**config.mk**
```make
export PLATFORM = sky130hd
export DESIGN_NAME = sst_seq
export DESIGN_NICKNAME = d
export VERILOG_FILES = /design/src/rtl/sst_seq.sv
export SDC_FILE = /design/constraint.sdc
export NUM_CORES = 1
export LEC_CHECK = 0
export ABC_CLOCK_PERIOD_IN_PS = 1800
export BUFFER_PORTS_ARGS = -buffer_cell sky130_fd_sc_hd__buf_2
export CAP_MARGIN = 40
export CORE_UTILIZATION = 46
export CTS_CLUSTER_DIAMETER = 60
export DETAILED_ROUTE_END_ITERATION = 10
export GPL_TIMING_DRIVEN = 0
export PLACE_DENSITY = 0.76
export SLEW_MARGIN = 25
export SYNTH_ARGS = -nofsm -noshare
export SYNTH_HDL_FRONTEND = slang
export SYNTH_SLANG_ARGS = --single-unit
```
**constraint.sdc**
```tcl
create_clock -name m2 -period 1.8 [get_ports m2]
set_input_delay 0 -clock m2 [delete_from_list [all_inputs] [get_ports m2]]
set_output_delay 0 -clock m2 [all_outputs]
set_load 0.01 [all_outputs]
```
**src/rtl/sst_seq.sv**
```systemverilog
// Save-state sequencer: streams mapper registers plus a map-index trailer out on save,
// and verifies a map-index header then writes the streamed image back on load.
module sst_seq #(
  parameter int REG_CNT  = 16,
  parameter int IDX_ADDR = 127
) (
  input  logic       m2,
  input  logic       map_rst,
  input  logic       cmd_save,
  input  logic       cmd_load,
  input  logic [7:0] map_idx,
  output logic       busy,
  output logic       done,
  output logic       err,
  output logic       sst_act,
  output logic       sst_we_reg,
  output logic [7:0] sst_addr,
  output logic [7:0] sst_dato,
  input  logic [7:0] sst_di,
  output logic [7:0] rd_data,
  output logic       rd_valid,
  input  logic       rd_ready,
  input  logic [7:0] wr_data,
  input  logic       wr_valid,
  output logic       wr_ready
);

  typedef enum logic [2:0] {
    IDLE, SV_ADDR, SV_OUT, LD_HDR, LD_WAIT, LD_WR, FIN
  } state_t;

  localparam logic [7:0] CNT_IDX  = 8'(REG_CNT);
  localparam logic [7:0] CNT_LAST = 8'(REG_CNT - 1);
  localparam logic [7:0] ADDR_IDX = 8'(IDX_ADDR);

  state_t     state_q, state_d;
  logic [7:0] cnt_q, cnt_d;
  logic       err_q, err_d;
  logic [7:0] rd_data_q, rd_data_d;
  logic [7:0] dato_q, dato_d;
  logic       busy_q, done_q, act_q, we_q, rd_valid_q, wr_ready_q;
  logic [7:0] addr_q;
  logic       act_d;
  logic [7:0] addr_d;

  always_comb begin
    state_d   = state_q;
    cnt_d     = cnt_q;
    err_d     = err_q;
    rd_data_d = rd_data_q;
    dato_d    = dato_q;
    case (state_q)
      IDLE: begin
        if (cmd_save) begin
          state_d = SV_ADDR;
          cnt_d   = 8'd0;
          err_d   = 1'b0;
        end else if (cmd_load) begin
          state_d = LD_HDR;
          cnt_d   = 8'd0;
          err_d   = 1'b0;
        end
      end
      SV_ADDR: begin
        rd_data_d = sst_di;
        state_d   = SV_OUT;
      end
      SV_OUT: begin
        if (rd_ready) begin
          if (cnt_q == CNT_IDX) begin
            state_d = FIN;
          end else begin
            cnt_d   = cnt_q + 8'd1;
            state_d = SV_ADDR;
          end
        end
      end
      LD_HDR: begin
        if (wr_valid && wr_ready_q) begin
          if (wr_data == map_idx) begin
            cnt_d   = 8'd0;
            state_d = LD_WAIT;
          end else begin
            err_d   = 1'b1;
            state_d = FIN;
          end
        end
      end
      LD_WAIT: begin
        if (wr_valid && wr_ready_q) begin
          dato_d  = wr_data;
          state_d = LD_WR;
        end
      end
      LD_WR: begin
        if (cnt_q == CNT_LAST) begin
          state_d = FIN;
        end else begin
          cnt_d   = cnt_q + 8'd1;
          state_d = LD_WAIT;
        end
      end
      FIN:     state_d = IDLE;
      default: state_d = IDLE;
    endcase
  end

  // Outputs are decoded from the next state so they leave the register with it.
  always_comb begin
    act_d  = (state_d != IDLE) && (state_d != FIN);
    addr_d = 8'd0;
    if (act_d) addr_d = (cnt_d == CNT_IDX) ? ADDR_IDX : cnt_d;
  end

  always_ff @(negedge m2) begin
    if (map_rst) begin
      state_q    <= IDLE;
      cnt_q      <= 8'd0;
      err_q      <= 1'b0;
      rd_data_q  <= 8'd0;
      dato_q     <= 8'd0;
      busy_q     <= 1'b0;
      done_q     <= 1'b0;
      act_q      <= 1'b0;
      we_q       <= 1'b0;
      addr_q     <= 8'd0;
      rd_valid_q <= 1'b0;
      wr_ready_q <= 1'b0;
    end else begin
      state_q    <= state_d;
      cnt_q      <= cnt_d;
      err_q      <= err_d;
      rd_data_q  <= rd_data_d;
      dato_q     <= dato_d;
      busy_q     <= (state_d != IDLE);
      done_q     <= (state_d == FIN);
      act_q      <= act_d;
      we_q       <= (state_d == LD_WR);
      addr_q     <= addr_d;
      rd_valid_q <= (state_d == SV_OUT);
      wr_ready_q <= (state_d == LD_HDR) || (state_d == LD_WAIT);
    end
  end

  assign busy       = busy_q;
  assign done       = done_q;
  assign err        = err_q;
  assign sst_act    = act_q;
  assign sst_we_reg = we_q;
  assign sst_addr   = addr_q;
  assign sst_dato   = dato_q;
  assign rd_data    = rd_data_q;
  assign rd_valid   = rd_valid_q;
  assign wr_ready   = wr_ready_q;

endmodule

```
# After elaboration in Yosys (flattened, before gate mapping)
# Index checks and enable logic that the tools add are counted.
# W data, S select, Z words.
# word_totals
regBits	42
in_bits	30
output_inout_bits	31
word_cells	66
# op_classes
add_sub_neg	1
n_eq_ne	18
mux	23
n_bitwise	1
n_reduce_logical	10
# op_table
cell	n
$mux W8	7
$pmux W8 S4	1
$mux W3	6
$pmux W3 S6	1
$eq A8 B5 Y1 const B	2
$eq A3 B3 Y1 const B	5
$eq A3 B2 Y1 const B	4
$add A8 B1 Y8 const B	1
$eq A8 B4 Y1 const B	1
$eq A8 B8 Y1	1
$mux W7	1
$ne A3 B3 Y1 const B	2
$mux W1	4
$mux W2	2
$ne A2 B2 Y1 const B	2
$reduce_and A4 Y1	1
$eq A3 B1 Y1 const B	1
$logic_not A3 Y1	1
$reduce_bool A3 Y1	1
$reduce_or A3 Y1	1
$logic_and A1 B1 Y1	2
$pmux W1 S2	1
$reduce_and A2 Y1	1
$reduce_bool A2 Y1	1
3 further kinds	3

# Depth between registers and ports, before layout
# depth
ltp_word	8
ltp_mapped	9

==> flow_summary.yaml <==
power_and_ir_drop:
  power_density_nw_per_um2: 902.2
  p_comb_share_pct: 24.5
  seq_power_share_pct: 38.4
  p_int_uw: 1680
  p_total_uw: 2670
  power.share.clock_pct: 37.2
  p_sw_share_pct: 37.06
  p_leak_uw: 0.001427
  p_sw_uw: 989.4
  ir_drop_mv: 0.8280
synthesis:
  synth-seq-cells: 42
  synth_ff_type: "dfxtp_1"
  syn-instance-count: 224
  ys_seq_area_share_pct: 40.56
  yosysTopAreaCell: "dfxtp_1"
  synth_edf_count: 0
  syn_nets: 256
  synth_area_leaders: "dfxtp_1 (41%), mux2i_1 (8.7%), nor2_1 (6.2%)"
  synth_top_family_by_area: "simple AND/OR/NAND/NOR gates"
  synth_compound_area_share_pct: 17.32
  synthMuxAreaShare_pct: 8.690
  yosys_warnings: 0
  synth-xor-area-share_pct: 3.802
  syn_avg_cell_area_um2: 9.256
  synth-simple-area-share_pct: 24.44
  synth_area_um2: 2073
  synth-async-reset-ratio_pct: 0
  yosys.cell_types.count: 58
  synth_fa_ha_area_share_pct: 1.207
  synth_top_area_share_pct: 40.56
timing:
  whs_ns: 0.4900
  clock_skew_ns: 0.02377
  worst_slew_pin_slew_ns: 0.6223
  hold_viol_final: 0
  maxSlewViolCount: 0
  slew_headroom_pct: 58.51
  fin_ws_ns: -0.3230
  rsz0062_at_grt: "true"
  setup_violations: 22
clocking:
  max-clock-path-buffers: 2
  cts-buffers-inserted: 5
  clk_pin_slew_ns: 0.04
  cts_root_buffer: "clkbuf_8"
  cts_sinks: 42
  htree_levels: 2
  clk_latency_ns: 0.37
  hold_buffers: 0
  cts_tree: "done"
critical_path:
  crit_type: "primary input to flip-flop"
  critPathMaxFanout: 6
  critical_path_buf_inv_count: 2
  crit_slowest_cell: "o21ai_4"
  worstPathRequired_ns: 1.18
  path_cells: "buf_6 > xnor2_2 > nand4_1 > o21ai_4 > buf_6 > nand2_8 > o21ai_4 > nand3_2 > o21ai_1"
  path_delay_family: "compound AO/OA/AOI/OAI gates"
  max_stage_delay_ns: 0.31
  cp.arrival_ns: 1.51
  end_kind: "flip-flop"
  cp-start-kind: "primary input"
hold_path:
  hold_class: "flip-flop to flip-flop"
route:
  drt_iter0_markers: 104
  antenna_left: 0
  viasPerCell: 5.232
  routed_wl_um: 5499
  dr.pass1.iters: 4
  via_count: 2056
  wl_per_cell_um: 13.99
  drc: 0
floorplan:
  dieArea_um2: 4780
  die_h_um: 69.14
  row_count: 24
  coreArea_um2: 4354
  start_util_pct: 47.61
  io_pins: 61
  die_w_um: 69.14
global_route:
  grt_max_degree: 14
  grt.total_usage_pct: 22.21
  grt_pass1_wl_um: 8597
  overflow: 0
  grt_pass1_vias: 2013
  antenna_found_initial: 0
place:
  io_buffer_count: 60
  dpl-instance-area_um2: 2486
  dp.final_hpwl_um: 3397
  gp_congestion: 0.8474
  place_inst: 336
  pre_cts_slack_ns: -0.8047
finish:
  layout-drive-gt1-share_pct: 35.78
  instances_no_fill: 393
  mostFrequentLayoutCells: "buf_2 (55), inv_1 (48), dfxtp_1 (39), nor2_1 (33), mux2i_1 (18)"
  finish.instance_area_um2: 2959
  seq_area_um2: 844.6
  multi_input_area_um2: 1325
  n_fill_cell: 328
  syn2layout_area_growth_pct: 42.73
  nets: 372
  n_antenna_cell: 0
  layout_commonest_cell: "buf_2"
run_status:
  violations: "setup timing"
  status: "complete, but fails checks"
run:
  cap_viol_max_count: 0
-- synthesized netlist by cell type (2+ instances only) --
| master | number |
|---|---|
| nand3_1 | 7 |
| and3_1 | 3 |
| a21oi_1 | 6 |
| o221a_2 | 2 |
| xnor2_1 | 9 |
| o21ai_1 | 8 |
| mux2i_1 | 18 |
| a21o_1 | 3 |
| inv_1 | 7 |
| a21oi_2 | 2 |
| nor2b_1 | 5 |
| buf_6 | 2 |
| nor3_1 | 5 |
| nand2b_1 | 5 |
| ha_1 | 2 |
| o21ai_0 | 9 |
| nand4_1 | 2 |
| buf_4 | 3 |
| dfxtp_1 | 42 |
| and2_1 | 2 |
| nor2_1 | 34 |
| clkbuf_1 | 2 |
| nand2_1 | 11 |
-- per-stage QoR --
step	setup TNS, ns	util, %
2_1_floorplan	-4.388	-
3_3_place_gp	-14.81	57.10
3_5_place_dp	-14.97	57.10
4_1_cts	-3.480	64.83
5_1_grt	-5.438	67.96
6_report	-3.915	67.96
-- final cells by class --
class	count	area share [%]
Buffer	8	1.945
Clock buffer	5	2.326
Clock inverter	45	5.962
Inverter	6	0.7611
Multi-Input combinational cell	167	44.78
Sequential cell	42	28.54
Tap cell	52	2.199
Timing Repair Buffer	68	13.49
-- what timing repair did --
action	4_1_cts	5_1_grt
gates cloned	0	0
buffers inserted	3	4
pin swaps	10	9
endpoints found under the setup margin	20	31
gates resized for setup	13	21
-- worst paths after layout --
check | start | endpoint | slack, ns | depth (start not counted)
hold reg to reg | sst_dato[0] | sst_dato[0] | 0.49 | 2
setup reg to reg | state_q[1] | sst_addr[3] | -0.27 | 8
setup / recovery | wr_data[5] | sst_addr[1] | -0.32 | 9
hold / removal | sst_dato[0] | sst_dato[0] | 0.49 | 2
-- tightest hold or removal path, delay by kind of cell (launching register included) --
family,cells,cell delay (ns)
flops,1,0.31
mux,1,0.06
simple gates,1,0.07
-- layer usage --
layer  track usage, %  share of wire [%]  up-vias
met5                0                  0        -
met2            35.71                 51       50
li1                 -                  -     1027
met3            9.211                4.1        9
met4            10.66                1.3        0
met1            25.42                 44      970
-- cells by family (layout without fill, tap and decap cells) --
kind of cell | Yosys count | count (layout)
and+or+nand+nor | 90 | 90
AOI/OAI and AO/OA | 48 | 48
DFF | 42 | 42
muxes | 18 | 18
buffers and inverters | 15 | 132
xor gates and xnor gates | 9 | 9
adders and majority gates | 2 | 2
-- power by group through the flow --
stage	clock network [uW]	registers (uW)	logic [uW]
floorplan	146	1050	335
global placement	146	1030	496
detailed placement	146	1030	502
CTS	1020	1020	554
global route	1120	1030	699
finish	992	1020	653
Power figures use the tool's default switching activity.
